<file path="src/rtl/fft8_seq_core.sv">
// Sequential 8-point radix-2 DIT FFT: one shared butterfly walks three stages over an
// in-place register file loaded in bit-reversed order and read out in natural order.
module fft8_seq_core #(
  parameter int unsigned W     = 16,
  parameter int unsigned CW    = 16,
  parameter int unsigned SCALE = 0
) (
  input  logic         clk,
  input  logic         rst,
  input  logic         in_valid,
  output logic         in_ready,
  input  logic [W-1:0] in_real,
  input  logic [W-1:0] in_imag,
  output logic         out_valid,
  input  logic         out_ready,
  output logic [W-1:0] out_real,
  output logic [W-1:0] out_imag,
  output logic [2:0]   out_index,
  output logic         out_last,
  output logic         busy,
  output logic         overflow
);

  localparam int PW = W + CW + 2;
  localparam int C  = $rtoi(0.70710678 * (2.0 ** (CW - 1)) + 0.5);
  localparam logic signed [PW-1:0] Coef = PW'(C);
  localparam logic signed [PW-1:0] Rnd  = PW'(2 ** (CW - 2));

  typedef enum logic [1:0] {StLoad, StCompute, StUnload} state_e;

  state_e       state;
  logic [2:0]   cnt;
  logic [1:0]   stage, bfly;
  logic [W-1:0] mem_re [8];
  logic [W-1:0] mem_im [8];

  // Rounded multiply by cos(pi/4); the result always fits in W+1 bits.
  function automatic logic signed [W:0] rmul(input logic signed [W:0] v);
    logic signed [PW-1:0] p;
    p = PW'(v) * Coef + Rnd;
    return (W + 1)'(p >>> (CW - 1));
  endfunction

  // Returns {saturated, value}.
  function automatic logic [W:0] sat(input logic signed [W+1:0] v);
    logic signed [W+1:0] s;
    s = (SCALE != 0) ? (v >>> 1) : v;
    if (s[W+1:W-1] == 3'b000 || s[W+1:W-1] == 3'b111) return {1'b0, s[W-1:0]};
    else if (s[W+1]) return {1'b1, 1'b1, {(W - 1){1'b0}}};
    else return {1'b1, 1'b0, {(W - 1){1'b1}}};
  endfunction

  logic [2:0]          a_idx, b_idx;
  logic [1:0]          tw;
  logic signed [W+1:0] ar, ai;
  logic signed [W:0]   br, bi, bsum, bdif, tr, ti;
  logic [W:0]          ur, ui, lr, li;

  always_comb begin
    a_idx = 3'd0;
    b_idx = 3'd0;
    tw    = 2'd0;
    case (stage)
      2'd0: begin
        a_idx = {bfly, 1'b0};
        b_idx = {bfly, 1'b1};
      end
      2'd1: begin
        a_idx = {bfly[1], 1'b0, bfly[0]};
        b_idx = {bfly[1], 1'b1, bfly[0]};
        tw    = {bfly[0], 1'b0};
      end
      default: begin
        a_idx = {1'b0, bfly};
        b_idx = {1'b1, bfly};
        tw    = bfly;
      end
    endcase
  end

  always_comb begin
    ar   = (W + 2)'($signed(mem_re[a_idx]));
    ai   = (W + 2)'($signed(mem_im[a_idx]));
    br   = (W + 1)'($signed(mem_re[b_idx]));
    bi   = (W + 1)'($signed(mem_im[b_idx]));
    bsum = br + bi;
    bdif = bi - br;
    tr   = br;
    ti   = bi;
    case (tw)
      2'd0: begin
        tr = br;
        ti = bi;
      end
      2'd1: begin
        tr = rmul(bsum);
        ti = rmul(bdif);
      end
      2'd2: begin
        tr = bi;
        ti = -br;
      end
      default: begin
        tr = rmul(bdif);
        ti = -rmul(bsum);
      end
    endcase
    ur = sat(ar + (W + 2)'(tr));
    ui = sat(ai + (W + 2)'(ti));
    lr = sat(ar - (W + 2)'(tr));
    li = sat(ai - (W + 2)'(ti));
  end

  always_ff @(posedge clk) begin
    if (rst) begin
      state    <= StLoad;
      cnt      <= 3'd0;
      stage    <= 2'd0;
      bfly     <= 2'd0;
      overflow <= 1'b0;
    end else begin
      case (state)
        StLoad: begin
          if (in_valid) begin
            mem_re[{cnt[0], cnt[1], cnt[2]}] <= in_real;
            mem_im[{cnt[0], cnt[1], cnt[2]}] <= in_imag;
            if (cnt == 3'd0) overflow <= 1'b0;
            cnt <= cnt + 3'd1;
            if (cnt == 3'd7) state <= StCompute;
          end
        end
        StCompute: begin
          mem_re[a_idx] <= ur[W-1:0];
          mem_im[a_idx] <= ui[W-1:0];
          mem_re[b_idx] <= lr[W-1:0];
          mem_im[b_idx] <= li[W-1:0];
          overflow      <= overflow | ur[W] | ui[W] | lr[W] | li[W];
          bfly          <= bfly + 2'd1;
          if (bfly == 2'd3) begin
            if (stage == 2'd2) begin
              stage <= 2'd0;
              state <= StUnload;
            end else begin
              stage <= stage + 2'd1;
            end
          end
        end
        StUnload: begin
          if (out_ready) begin
            cnt <= cnt + 3'd1;
            if (cnt == 3'd7) state <= StLoad;
          end
        end
        default: state <= StLoad;
      endcase
    end
  end

  assign in_ready  = (state == StLoad);
  assign busy      = (state == StCompute);
  assign out_valid = (state == StUnload);
  assign out_index = out_valid ? cnt : 3'd0;
  assign out_last  = out_valid && (cnt == 3'd7);
  assign out_real  = mem_re[cnt];
  assign out_imag  = mem_im[cnt];

endmodule
</file>
<file path="config.mk">
export PLATFORM = sky130hd
export DESIGN_NAME = fft8_seq_core
export DESIGN_NICKNAME = d
export VERILOG_FILES = /design/src/rtl/fft8_seq_core.sv
export SDC_FILE = /design/constraint.sdc
export NUM_CORES = 2
export LEC_CHECK = 0
export BUFFER_PORTS_ARGS = -buffer_cell sky130_fd_sc_hd__buf_2
export CELL_PAD_IN_SITES_DETAIL_PLACEMENT = 0
export CELL_PAD_IN_SITES_GLOBAL_PLACEMENT = 2
export CORE_MARGIN = 2
export CORE_UTILIZATION = 45
export DETAILED_ROUTE_END_ITERATION = 10
export PLACE_DENSITY = 0.95
export SYNTH_ARGS = -nofsm -noshare
export SYNTH_HDL_FRONTEND = slang
export SYNTH_SLANG_ARGS = --single-unit
</file>
<file path="constraint.sdc">
create_clock -name clk -period 40.9 [get_ports clk]
set_input_delay 0 -clock clk [delete_from_list [all_inputs] [get_ports clk]]
set_output_delay 0 -clock clk [all_outputs]
set_load 0.1 [all_outputs]
</file>
==> run summary <==
outcome - complete, no violations
PortBufs - 75
hold_buf cts - 5
IO Count - 76
Max rail drop VDD - 29.0 uV
min Tclk post-route - 16980 ps
initial drt markers - 3413
total number of yosys warnings - 0
Starting Density - 45.3%
Vias/cell - 6.36
GP Congestion - 0.961
final setup margin - 23920 ps
RSZ-0062 raised after global routing - false
Setup TNS Final - 0 ps
max-slew violations - 0
Detail Route Antenna Nets - 0
cell row count - 98
largest net degree at the start of global routing - 69
Async SR Flop Fraction - 0%
most common library cell in the layout ignoring fill and taps - nand2_1
clock slew seen by the registers of the worst setup and hold paths - 70 ps
Filler cells - 6734
Required @ worst endpoint - 41290 ps
highest-count cells in the layout ignoring fill and taps - nand2_1, ha_1, inv_1
max_cap viols - 0
root buffer cell - clkbuf_16
Die W - 271 um
critical path launch point type - register
Synth Register Bits - 269
Layout Skew - 14.1 ps
crit path DAT - 17380 ps
crit path kind - register to register
maximum buffer depth of the clock tree - 3
wire per inst - 25.6 um
post-synth cell types - 96
CP endpoint kind - register
leakage - 14.7 nW
RR Startpoint - bfly[1]$_SDFFE_PP0P_
vias in the first global route - 26800
setup bufs post-CTS - 0
first-pass GRT wire length - 168000 um
Avg Cell Area, Syn - 9.44 um^2
Syn Inst Count - 3411
overall routing resource usage - 29.7%
Syn-to-layout area delta - 7.92%
Final nets - 3915
Achievable Freq - 58.9 MHz
HP Class - input pin to register
antenna violations before repair - 1
CTS tree - built
DRC Markers - 0
CP top delay family - compound AO/OA/AOI/OAI gates
Final Cycle Share - 41.5%
hold path start - in_imag[14]
P per Cell Area - 30.4 mW/mm^2
Worst-Skew Late Latency - 550 ps
CP max stage cell - a31oi_1
H-tree depth - 1
height of the die - 271 um
post-DP HPWL - 84400 um
Worst Setup SP - bfly[1]$_SDFFE_PP0P_
number of clock sinks - 269
post-place setup slack - 24350 ps
final hold violations - 0
EDFF count, synth - 256
Worst Path Buf+Inv - 5
Syn Nets - 3926
layout cells sized above 1 - 12.7%
Max stage delay on crit path - 1180 ps
sequential area share after synthesis - 24.7%
Core Region - 0.0711 mm^2
gr ovfl total - 0
Final Util - 48.8%
Num CTS Buffers - 24
max_slew headroom - 18.4%
Final setup viols - 0
Top FF cell, synth - edfxtp_1
Initial DRT Pass Iterations - 6
post-cts resize count - 0
worst slew pin tran - 1220 ps
Post-Syn Area - 0.0322 mm^2
total power - 0.00106 W
crit path max fanout - 68
DR vias - 27800
total die area - 0.0737 mm^2
Total Wirelength - 112000 um
-- power breakdown --
group	switching (W)	internal (W)	leakage [nW]	total (W)
clock	0.000109	0.000156	0.437	0.000265
combinational	0.000312	0.000168	11.8	0.000480
sequential	0.00000580	0.000306	2.42	0.000312
total	0.000427	0.000630	14.7	0.00106
-- cell type report --
class | instances | area (um^2) | share of cell area [%]
sequential | 269 | 7960 | 22.9
antenna | 1 | 2.50 | 0.00720
multi-input combinational | 2658 | 22600 | 65.0
inverter | 286 | 1070 | 3.09
tap | 950 | 1190 | 3.42
clock buffer | 26 | 629 | 1.81
clock inverter | 18 | 270 | 0.778
timing repair buffer | 161 | 1030 | 2.98
-- cells in the mapped netlist, types with 38 or more instances --
cell | instances | share of area (%)
o21bai_1 | 38 | 0.89
mux4_2 | 125 | 8.7
nor2_1 | 191 | 2.2
a21o_1 | 46 | 1.1
nand3_1 | 61 | 0.95
a21oi_1 | 168 | 2.6
a31oi_1 | 48 | 0.93
mux2_2 | 40 | 1.4
nand2b_1 | 38 | 0.74
clkbuf_1 | 163 | 1.9
o22ai_1 | 47 | 0.91
fa_1 | 130 | 8.1
xor2_1 | 45 | 1.2
ha_1 | 349 | 14
nor3_1 | 57 | 0.89
xnor2_1 | 114 | 3.1
o21ai_0 | 239 | 3.7
inv_1 | 285 | 3.3
edfxtp_1 | 256 | 24
o221ai_1 | 40 | 1.1
nand2_1 | 365 | 4.3
mux2i_1 | 89 | 2.8
-- flip-flops by register name, summed over array words and instances (netlist names), named ones only --
| register | cells |
|---|---|
| bfly | 2 |
| cnt | 3 |
| mem_im | 128 |
| mem_re | 128 |
| overflow | 1 |
| stage | 2 |
| state | 2 |
-- path summary, 6_finish.rpt --
kind	to	slack, ps	depth (start not counted)
max	mem_im[2][6]$_DFFE_PP_	23920	54
min	mem_im[0][14]$_DFFE_PP_	3	3
max reg2reg	mem_im[2][6]$_DFFE_PP_	23920	54
min reg2reg	register	610	2
-- cell families (layout without fill, tap and decap cells) --
| family | Yosys count | in the layout | synth area share [%] |
|---|---|---|---|
| flip-flops | 269 | 269 | 24.7 |
| adder cells (fa/ha/maj) | 479 | 479 | 21.7 |
| AND/OR/NAND/NOR | 899 | 899 | 13.0 |
| XOR/XNOR | 160 | 160 | 4.40 |
| buffers and inverters | 484 | 491 | 5.68 |
| other | 0 | 1 | 0 |
| AO/OA/AOI/OAI | 865 | 865 | 17.6 |
| multiplexers | 255 | 255 | 13.0 |
-- metal layers --
layer	global-route usage, %	wire (um)
met3	4.18	10700
met4	12.5	5100
met1	39.7	44500
met2	48.4	51400
met5	0	0
-- worst reg2reg max path, delay by kind of cell, from the launching register on --
kind	cells	cell delay, ps
AO/OA/AOI/OAI	26	6970
XOR/XNOR	1	280
adder cells (fa/ha/maj)	10	3970
buffers and inverters	5	1250
flip-flops	1	330
multiplexers	1	320
AND/OR/NAND/NOR	11	3710
-- metrics by stage --
step                std cells  hold WS [ps]  area, um^2
floorplan                3411           152       32200
global placement         4319           302       33800
detailed placement       4319           311       33800
CTS                      4368          4.87       34700
global route             4368          31.1       34700
finish                   4369          3.34       34700
Note: power is estimated with default switching activity, not from simulation.
